<file path="src/rtl/spi_fsm_pkg.sv">
`timescale 1ns/1ps
`default_nettype none
// ============================================================================
// Module   : spi_fsm_pkg
// Purpose  : Shared state encoding and address-byte field positions for the
//            SPI memory-frame controller.
// Revision : 1.0 - initial release
// ============================================================================
package spi_fsm_pkg;

  // Three-bit state codes for the frame sequencer
  localparam logic [2:0] ST_IDLE        = 3'd0;
  localparam logic [2:0] ST_GET_ADDR    = 3'd1;
  localparam logic [2:0] ST_LATCH_ADDR  = 3'd2;
  localparam logic [2:0] ST_READ_LOAD   = 3'd3;
  localparam logic [2:0] ST_READ_SHIFT  = 3'd4;
  localparam logic [2:0] ST_WRITE_GET   = 3'd5;
  localparam logic [2:0] ST_WRITE_STORE = 3'd6;
  localparam logic [2:0] ST_DONE        = 3'd7;

  // Position of the read/write flag inside the address byte (1 = read)
  localparam int RW_BIT = 0;

  typedef enum logic [2:0] {
    S_IDLE        = ST_IDLE,
    S_GET_ADDR    = ST_GET_ADDR,
    S_LATCH_ADDR  = ST_LATCH_ADDR,
    S_READ_LOAD   = ST_READ_LOAD,
    S_READ_SHIFT  = ST_READ_SHIFT,
    S_WRITE_GET   = ST_WRITE_GET,
    S_WRITE_STORE = ST_WRITE_STORE,
    S_DONE        = ST_DONE
  } state_t;

endpackage
`default_nettype wire

</file>
<file path="src/rtl/spi_fsm_if.sv">
`timescale 1ns/1ps
`default_nettype none
// ============================================================================
// Module   : spi_fsm_if
// Purpose  : Bundle of conditioned SPI inputs and datapath strobes between
//            the front end / shift register and the frame controller.
//            master = stimulus side, slave = frame controller.
// Revision : 1.0 - initial release
// ============================================================================
interface spi_fsm_if #(
  parameter int DATA_WIDTH = 8
);
  logic                  cs_n;
  logic                  sclk_posedge;
  logic                  sclk_negedge;
  logic [DATA_WIDTH-1:0] sr_pout;
  logic                  addr_we;
  logic                  sr_we;
  logic                  dm_we;
  logic                  miso_buff_en;
  logic                  frame_err;

  modport master (
    output cs_n, sclk_posedge, sclk_negedge, sr_pout,
    input  addr_we, sr_we, dm_we, miso_buff_en, frame_err
  );

  modport slave (
    input  cs_n, sclk_posedge, sclk_negedge, sr_pout,
    output addr_we, sr_we, dm_we, miso_buff_en, frame_err
  );
endinterface
`default_nettype wire

</file>
<file path="src/rtl/spi_fsm_bit_counter.sv">
`timescale 1ns/1ps
`default_nettype none
// ============================================================================
// Module   : spi_bit_counter
// Purpose  : Saturating bit counter with synchronous clear and count enable.
//            o_last flags that the next enabled increment reaches MAX, so
//            the controller can leave a phase on the very pulse that
//            completes it.
// Revision : 1.0 - initial release
// ============================================================================
module spi_bit_counter #(
  parameter int MAX   = 8,
  parameter int WIDTH = 4
) (
  input  wire logic clk,
  input  wire logic reset,
  input  wire logic i_clr,
  input  wire logic i_en,
  output logic      o_last
);

  localparam logic [WIDTH-1:0] c_max  = WIDTH'(MAX);
  localparam logic [WIDTH-1:0] c_last = WIDTH'(MAX - 1);

  logic [WIDTH-1:0] r_cnt;

  // Count enabled edges; clear has priority and the value never passes MAX
  always_ff @(posedge clk or posedge reset) begin
    if (reset) begin
      r_cnt <= '0;
    end else if (i_clr) begin
      r_cnt <= '0;
    end else if (i_en && (r_cnt != c_max)) begin
      r_cnt <= r_cnt + 1'b1;
    end
  end

  assign o_last = (r_cnt == c_last);

endmodule
`default_nettype wire

</file>
<file path="src/rtl/spi_fsm.sv">
`timescale 1ns/1ps
`default_nettype none
// ============================================================================
// Module   : spi_fsm
// Purpose  : SPI memory-frame sequencer: address/RW byte followed by one
//            data byte read or written. Moore strobes for address latch,
//            shift-register load, data-memory write and MISO enable.
//            Optional sticky abort flag enabled by SPI_FSM_FRAME_ERR_EN.
// Revision : 1.0 - initial release
// ============================================================================
module spi_fsm #(
  parameter int DATA_WIDTH = 8,
  parameter int CNT_WIDTH  = 4
) (
  input  wire logic clk,
  input  wire logic reset,
  spi_fsm_if.slave  bus
);
  import spi_fsm_pkg::*;

  state_t r_state;
  state_t w_next;
  logic   w_cnt_clr;
  logic   w_cnt_en;
  logic   w_cnt_last;

  spi_bit_counter #(
    .MAX   (DATA_WIDTH),
    .WIDTH (CNT_WIDTH)
  ) u_cnt (
    .clk    (clk),
    .reset  (reset),
    .i_clr  (w_cnt_clr),
    .i_en   (w_cnt_en),
    .o_last (w_cnt_last)
  );

  // State register; async reset drops every Moore output immediately
  always_ff @(posedge clk or posedge reset) begin
    if (reset) begin
      r_state <= S_IDLE;
    end else begin
      r_state <= w_next;
    end
  end

  // Next-state and counter control; chip-select deassertion beats any edge
  always_comb begin
    w_next    = r_state;
    w_cnt_clr = 1'b0;
    w_cnt_en  = 1'b0;
    case (r_state)
      S_IDLE: begin
        if (!bus.cs_n) begin
          w_next    = S_GET_ADDR;
          w_cnt_clr = 1'b1;
        end
      end
      S_GET_ADDR: begin
        if (bus.cs_n) begin
          w_next    = S_IDLE;
          w_cnt_clr = 1'b1;
        end else if (bus.sclk_posedge) begin
          w_cnt_en = 1'b1;
          if (w_cnt_last) begin
            w_next = S_LATCH_ADDR;
          end
        end
      end
      S_LATCH_ADDR: begin
        // Shift register already holds the full address byte here
        w_cnt_clr = 1'b1;
        if (bus.cs_n) begin
          w_next = S_IDLE;
        end else if (bus.sr_pout[RW_BIT]) begin
          w_next = S_READ_LOAD;
        end else begin
          w_next = S_WRITE_GET;
        end
      end
      S_READ_LOAD: begin
        w_next = bus.cs_n ? S_IDLE : S_READ_SHIFT;
      end
      S_READ_SHIFT: begin
        if (bus.cs_n) begin
          w_next    = S_IDLE;
          w_cnt_clr = 1'b1;
        end else if (bus.sclk_negedge) begin
          w_cnt_en = 1'b1;
          if (w_cnt_last) begin
            w_next = S_DONE;
          end
        end
      end
      S_WRITE_GET: begin
        if (bus.cs_n) begin
          w_next    = S_IDLE;
          w_cnt_clr = 1'b1;
        end else if (bus.sclk_posedge) begin
          w_cnt_en = 1'b1;
          if (w_cnt_last) begin
            w_next = S_WRITE_STORE;
          end
        end
      end
      S_WRITE_STORE: begin
        w_next = bus.cs_n ? S_IDLE : S_DONE;
      end
      S_DONE: begin
        if (bus.cs_n) begin
          w_next    = S_IDLE;
          w_cnt_clr = 1'b1;
        end
      end
      default: begin
        w_next    = S_IDLE;
        w_cnt_clr = 1'b1;
      end
    endcase
  end

  assign bus.addr_we      = (r_state == S_LATCH_ADDR);
  assign bus.sr_we        = (r_state == S_READ_LOAD);
  assign bus.dm_we        = (r_state == S_WRITE_STORE);
  assign bus.miso_buff_en = (r_state == S_READ_SHIFT);

`ifdef SPI_FSM_FRAME_ERR_EN
  logic r_frame_err;
  logic w_abort;
  logic w_err_clr;

  assign w_abort   = bus.cs_n && ((r_state == S_GET_ADDR) ||
                                  (r_state == S_READ_SHIFT) ||
                                  (r_state == S_WRITE_GET));
  assign w_err_clr = (r_state == S_IDLE) && !bus.cs_n;

  // Sticky abort flag, cleared when the next frame starts
  always_ff @(posedge clk or posedge reset) begin
    if (reset) begin
      r_frame_err <= 1'b0;
    end else if (w_abort) begin
      r_frame_err <= 1'b1;
    end else if (w_err_clr) begin
      r_frame_err <= 1'b0;
    end
  end

  assign bus.frame_err = r_frame_err;
`else
  assign bus.frame_err = 1'b0;
`endif

endmodule
`default_nettype wire

</file>
<file path="src/flat_wrapper.sv">
// flat-port wrapper written by rule: the top's interface ports become plain ports
module spi_fsm_flat import spi_fsm_pkg::*;
#(
  parameter int DATA_WIDTH = 8,
  parameter int CNT_WIDTH  = 4
)
  (clk, reset, bus_cs_n, bus_sclk_posedge, bus_sclk_negedge, bus_sr_pout, bus_addr_we, bus_sr_we, bus_dm_we, bus_miso_buff_en, bus_frame_err);
  spi_fsm_if #(.DATA_WIDTH(DATA_WIDTH)) bus_i ();
  input  wire logic clk;
  input  wire logic reset;
  input wire logic [$bits(bus_i.cs_n)-1:0] bus_cs_n;
  input wire logic [$bits(bus_i.sclk_posedge)-1:0] bus_sclk_posedge;
  input wire logic [$bits(bus_i.sclk_negedge)-1:0] bus_sclk_negedge;
  input wire logic [$bits(bus_i.sr_pout)-1:0] bus_sr_pout;
  output wire logic [$bits(bus_i.addr_we)-1:0] bus_addr_we;
  output wire logic [$bits(bus_i.sr_we)-1:0] bus_sr_we;
  output wire logic [$bits(bus_i.dm_we)-1:0] bus_dm_we;
  output wire logic [$bits(bus_i.miso_buff_en)-1:0] bus_miso_buff_en;
  output wire logic [$bits(bus_i.frame_err)-1:0] bus_frame_err;
  assign bus_i.cs_n = bus_cs_n;
  assign bus_i.sclk_posedge = bus_sclk_posedge;
  assign bus_i.sclk_negedge = bus_sclk_negedge;
  assign bus_i.sr_pout = bus_sr_pout;
  assign bus_addr_we = bus_i.addr_we;
  assign bus_sr_we = bus_i.sr_we;
  assign bus_dm_we = bus_i.dm_we;
  assign bus_miso_buff_en = bus_i.miso_buff_en;
  assign bus_frame_err = bus_i.frame_err;
  spi_fsm #(.DATA_WIDTH(DATA_WIDTH), .CNT_WIDTH(CNT_WIDTH)) u_core (.clk(clk), .reset(reset), .bus(bus_i));
endmodule
</file>
<file path="config.mk">
export PLATFORM = sky130hd
export DESIGN_NAME = spi_fsm_flat
export DESIGN_NICKNAME = d
export VERILOG_FILES = /design/src/rtl/spi_fsm_pkg.sv /design/src/rtl/spi_fsm_if.sv /design/src/rtl/spi_fsm_bit_counter.sv /design/src/rtl/spi_fsm.sv /design/src/flat_wrapper.sv
export SDC_FILE = /design/constraint.sdc
export NUM_CORES = 1
export LEC_CHECK = 0
export BUFFER_PORTS_ARGS = -buffer_cell sky130_fd_sc_hd__buf_2
export CAP_MARGIN = 15
export CORE_MARGIN = 1.5
export CORE_UTILIZATION = 40
export CTS_BUF_LIST = sky130_fd_sc_hd__clkbuf_8
export DETAILED_ROUTE_END_ITERATION = 7
export PLACE_DENSITY = 0.78
export SLEW_MARGIN = 15
export SYNTH_ARGS = -nofsm -noshare
export SYNTH_HDL_FRONTEND = slang
export SYNTH_SLANG_ARGS = --single-unit
export TNS_END_PERCENT = 1
</file>
<file path="constraint.sdc">
create_clock -name clk -period 1.75 [get_ports clk]
set_input_delay 0.0875 -clock clk [delete_from_list [all_inputs] [get_ports clk]]
set_output_delay 0.0875 -clock clk [all_outputs]
set_load 0.03 [all_outputs]
</file>
# Word level (Yosys, flattened, before mapping)
# Cells that the tools add are included.
[word_totals]
register_bits = 7
input_bits = 13
output_inout_bits = 5
word_cells = 52
[classes]
add_sub_neg = 1
n_eq_ne = 17
muxes = 26
reduce_logical = 6
[ops]
columns = ["cell", "count"]
rows = [
  ["3-bit 2-to-1 mux", 15],
  ["3-bit one-hot mux with 8 select lines", 1],
  ["3-bit != test, second input constant", 5],
  ["3-bit == test, second input constant", 4],
  ["4-bit 2-to-1 mux", 2],
  ["8-bit AND reduction", 1],
  ["3-bit by 2-bit == test with 1-bit output, second input constant", 2],
  ["1-bit 2-to-1 mux", 6],
  ["4-bit by 1-bit adder with 4-bit output, second input constant", 1],
  ["4-bit by 3-bit == test with 1-bit output, second input constant", 1],
  ["2-bit != test, second input constant", 2],
  ["4-bit != test, second input constant", 1],
  ["4-bit OR reduction", 1],
  ["3-bit by 1-bit == test with 1-bit output, second input constant", 1],
  ["3-bit zero test", 1],
  ["3-bit by 2-bit != test with 1-bit output, second input constant", 1],
  ["1-bit one-hot mux with 3 select lines", 1],
  ["1-bit one-hot mux with 2 select lines", 1],
  ["2-bit nonzero test", 1],
  ["2-bit OR reduction", 1],
  ["1-bit logical AND", 1],
]

# Depth between registers and ports, before layout
[depth]
word_depth = 6
ltp_mapped = 6

# By module
# A second synthesis with hierarchy kept.
[hier_totals]
hier_cells = 57
hier_area_um2 = 508.0
[modules_own_cells]
columns = ["module", "n_inst", "cells_each", "area_each_um2", "seq_area_each_um2"]
rows = [
  ["spi_fsm", 1, 32, 265.3, 75.1],
  ["spi_bit_counter", 1, 25, 242.7, 100.1],
]

# Worst setup path before layout
# No wires, ideal clock.
[synth_timing]
kind = "register to register"
startpoint = "reg u_core.r_state[1]"
endpoint = "reg u_core.r_state[0]"
setup_ns = 0.179
arrival_ns = 1.529
required_time_ns = 1.571
slack_ns = 0.042
stages_incl_launch_ff = 4
synth_period_minus_slack_ns = 1.708
cell_sequence = "dfrtp_1 buf_2 nor3b_1 a2111oi_0"
[synth_via]
elab_chain_cells = 3
[synth_lines]
columns = ["element", "line_no", "text"]
rows = [
  ["start, declared", "spi_fsm.sv:21", "state_t r_state;"],
  ["start signal, assigned", "spi_fsm.sv:43", "r_state <= w_next;"],
  ["3-bit == test (*)", "--", ""],
  ["net bus_miso_buff_en", "flat_wrapper.sv:18", "output wire logic [$bits(bus_i.miso_buff_en)-1:0] bus_miso_buff_en;"],
  ["3-bit by 2-bit != test with 1-bit output (no source line) / 3-bit != test (equally long branches)", "--", ""],
  ["8-bit AND reduction (no source line)", "--", ""],
]
# The timed path passes the listed nets; every way through them passes the cells marked *.
# A chain may end at the register's enable or synchronous reset.

# Final worst setup path
[layout_timing]
startpoint = "reg u_core.u_cnt.r_cnt[1]"
endpoint = "reg u_core.u_cnt.r_cnt[1]"
[layout_via]
elab_chain_cells = 3
[layout_lines]
columns = ["element", "line_no", "text"]
rows = [
  ["start, declared", "spi_fsm_bit_counter.sv:25", "logic [WIDTH-1:0] r_cnt;"],
  ["start signal, assigned", "spi_fsm_bit_counter.sv:34", "r_cnt <= r_cnt + 1'b1;"],
  ["4-bit by 1-bit adder with 4-bit output / 4-bit != test (equally long branches)", "spi_fsm_bit_counter.sv:34, spi_fsm_bit_counter.sv:33", ""],
  ["4-bit 2-to-1 mux / 1-bit logical AND (equally long branches)", "spi_fsm_bit_counter.sv:33", "end else if (i_en && (r_cnt != c_max)) begin"],
  ["4-bit 2-to-1 mux / 2-bit nonzero test (equally long branches)", "--", ""],
]
# Parallel ways exist; a longest one is shown, timed or not. The select of a mux whose other input is x is not followed.

==> results.yml <==
final_layout:
  final_core_util_pct: 54.06
  final_cells: 82
  flow.area_growth_from_synthesis_pct: 20.19
  number_of_antenna_cells_inserted: 0
  final_layout_size_suffix_gt1_share_pct: 30.88
  postLayoutCellArea_um2: 633.1
  fin_nets: 84
  fill_cells: 115
clock_tree:
  clk_pin_slew_worst_paths_ns: 0.04
  clock_tree.root_cell: "clkbuf_8"
  clk-insertion-delay-late_ns: 0.22
  cts_setup_buffers: 0
  cts_hold_repair.buffers: 1
  cts_htree_levels: 1
  numCtsBuffers: 3
  post_cts_resize_count: 0
  max-clock-path-buffers: 2
  tritoncts_clock_tree: "built"
  clock_sink_count: 7
floorplan:
  floorplan.io_pins: 18
  core_region_area_um2: 1171
  fp-row-count: 12
  dieWidth_um: 39.29
  die-area_um2: 1544
  initial_core_util_pct: 44.98
  die_height_um: 39.29
sta:
  drv_slew: 0
  post-route-period-util_pct: 94.43
  setup_total_neg_slack_ns: 0
  achievable-frequency_mhz: 605.1
  rsz0062_at_grt: "false"
  finalWorstPathRequiredPeriod_ns: 1.653
  finalHoldViolCount: 0
  fin_skew_ns: 0.001250
  setup-violations-final: 0
hold_path:
  classification_of_the_worst_slack_hold_path: "input pin to flop"
drt:
  route.antenna.remaining_nets: 0
  drt_pass1_iterations: 4
  post_drt_wl_per_cell_um: 11.98
  drtIter0Drc: 12
  vias: 429
  remaining_drc_errors: 0
  routed_wl_um: 982
  routed_via_density: 5.232
synth:
  yosys_register_bits: 7
  post_synth_inst_count: 56
  postSynthNetCount: 71
  synth_largest_area_cell: "dfrtp_1"
  yosys_warnings: 0
  yosysUniqueCellTypes: 29
  synthesized_area_divided_by_synthesized_cell_count_um2: 9.406
  yosys-top-cells-area: "dfrtp_1 (33%), a2111oi_4 (5.2%), ha_1 (4.8%), a21oi_1 (3.8%), nand3b_4 (3.8%)"
  syn-cell-area_um2: 526.8
  synth_top_area_share_pct: 33.25
  synth_sequential_area_ratio_pct: 33.25
grt:
  grt_antenna_before_repair: 0
  grt_remaining_overflow: 0
  grt_start_max_net_pins: 11
  grt_pass1_wl_um: 1635
  grt_pass1_vias: 385
  grtUsageTotal_pct: 15.93
place:
  gp_congestion: 0.7768
  place.detailed.instances: 77
  hpwl_um: 817
  placed_area_um2: 578.1
  place.port_buffers: 9
setup_path:
  crit_path_start_kind: "flop"
  worst_r2r_start: "u_core.u_cnt.r_cnt[1]$_DFFE_PP0P_"
  worst_setup_path_endpoint: "u_core.u_cnt.r_cnt[1]$_DFFE_PP0P_"
  r2r_cells: 6
  setup.worst_path.class: "flop to flop"
  timing.reg2reg.setup_slack_ns: 0.1
  crit_path_start: "u_core.u_cnt.r_cnt[1]$_DFFE_PP0P_"
  worst-endpoint-arrival_ns: 1.76
  crit_path_end_kind: "flop"
  critical_path_required_ns: 1.85
  worstReg2RegEnd: "u_core.u_cnt.r_cnt[1]$_DFFE_PP0P_"
  path_max_fanout: 4
power_and_ir_drop:
  power_leakage_nw: 0.2953
  seq_power_share_pct: 39.9
  finalPower_mw: 0.4237
  clock_power_share_pct: 49.5
  cell_internal_pwr_mw: 0.3361
  swShare_pct: 20.68
  ir_worst_vdd_mv: 0.4109
  pwr_density_cell_nw_per_um2: 669.2
  combinationalPowerShare_pct: 10.6
  total_switching_power_mw: 0.08761
run:
  max_cap_violations: 0
status:
  outcome: "completed"
## cells in the mapped netlist
| library cell | n |
|---|---|
| nor3_1 | 2 |
| nor2_2 | 1 |
| nand2_1 | 4 |
| nor3b_1 | 2 |
| a2111oi_4 | 1 |
| conb_1 | 1 |
| inv_2 | 1 |
| nor4_1 | 1 |
| and3b_1 | 1 |
| mux2i_1 | 1 |
| nand3_1 | 1 |
| xnor2_1 | 2 |
| nand3b_4 | 1 |
| a31oi_1 | 1 |
| a211oi_1 | 2 |
| buf_4 | 1 |
| a21oi_1 | 4 |
| a311oi_1 | 1 |
| nor2_1 | 5 |
| nand4b_1 | 1 |
| buf_6 | 1 |
| a2111oi_2 | 1 |
| nor3b_2 | 1 |
| inv_1 | 3 |
| dfrtp_1 | 7 |
| nand2b_1 | 3 |
| ha_1 | 2 |
| a2111oi_0 | 1 |
| buf_2 | 3 |
## worst max-delay path, stage by stage, from the launching register on
cell and delay (ns):
dfrtp_1 0.38, inv_1 0.06, ha_1 0.18, and3b_1 0.21, a2111oi_4 0.41, mux2i_1 0.23, nor2_1 0.06
## placed cells by master (no fill, tap or decap)
cell,instances
nand3b_4,1
a311oi_1,1
conb_1,1
nor3b_1,2
nor2_2,1
nand4b_1,1
a31oi_1,1
nor4_1,1
buf_2,9
nor3_1,2
clkbuf_8,3
a21oi_1,4
a211oi_1,2
mux2i_1,1
ha_1,2
nor2_1,5
nand3_1,1
buf_4,3
nor3b_2,1
a2111oi_0,1
nand2b_1,3
a2111oi_4,1
dlygate4sd3_1,1
a2111oi_2,1
xnor2_1,2
dfrtp_1,7
and3b_1,1
inv_1,4
inv_2,1
nand2_1,4
## kinds of logic after synthesis
logic type | synth area share [%]
compound gates | 19.24
buf+inv | 9.262
xor+xnor | 3.326
simple gates | 27.55
fa+ha+maj | 4.750
flops | 33.25
other cells | 0.7119
mux | 1.900
## how the worst min path moves through the flow
stage                                        endpoint      from  depth (start not counted)  slack [ns]
CTS                     u_core.r_state[2]$_DFFE_PP0P_  bus_cs_n                          2        0.18
finish                  u_core.r_state[2]$_DFFE_PP0P_  bus_cs_n                          2        0.18
global placement    u_core.u_cnt.r_cnt[3]$_DFFE_PP0P_     reset                          2        0.01
global route            u_core.r_state[1]$_DFFE_PP0P_  bus_cs_n                          2        0.19
detailed placement      u_core.r_state[1]$_DFFE_PP0P_     reset                          2        0.02
floorplan               u_core.r_state[0]$_DFFE_PP0P_     reset                          1       -0.11
## power groups by stage
| stage | Sequential (mW) | Combinational, mW | Clock [mW] |
|---|---|---|---|
| after floorplan | 0.169 | 0.0341 | 0 |
| after global placement | 0.171 | 0.0427 | 0 |
| after detailed placement | 0.171 | 0.0436 | 0 |
| after CTS | 0.169 | 0.0453 | 0.215 |
| after global routing | 0.170 | 0.0490 | 0.226 |
| final | 0.169 | 0.0450 | 0.210 |
## metrics by stage
stage | hold WS (ns) | setup WS (ns)
floorplan | -0.1091 | 0.04198
global placement | 0.01312 | 0.1685
detailed placement | 0.01766 | 0.1044
CTS | 0.1784 | 0.09849
global route | 0.1912 | 0.01188
finish | 0.1814 | 0.09749
## layout make-up
cell class | instances | area (um2) | area share (%)
multi-input combinational | 40 | 302.8 | 47.83
tap | 14 | 17.52 | 2.767
clock buffer | 3 | 41.29 | 6.522
clock inverter | 1 | 3.754 | 0.5929
inverter | 4 | 15.01 | 2.372
sequential | 7 | 175.2 | 27.67
timing repair buffer | 13 | 77.57 | 12.25
## registers in the layout (all words and copies together) (netlist names)
register / flops
u_core.r_state: 3
u_core.u_cnt.r_cnt: 4
## metal layers
| metal | global-route usage (%) | vias to the layer above | wire [um] |
|---|---|---|---|
| li1 | - | 218 | - |
| met1 | 21.91 | 200 | 443 |
| met2 | 24.58 | 11 | 483 |
| met3 | 1.705 | 0 | 54 |
| met4 | 7.759 | 0 | 0 |
| met5 | 0 | - | 0 |
(Power assumes the default switching activity.)
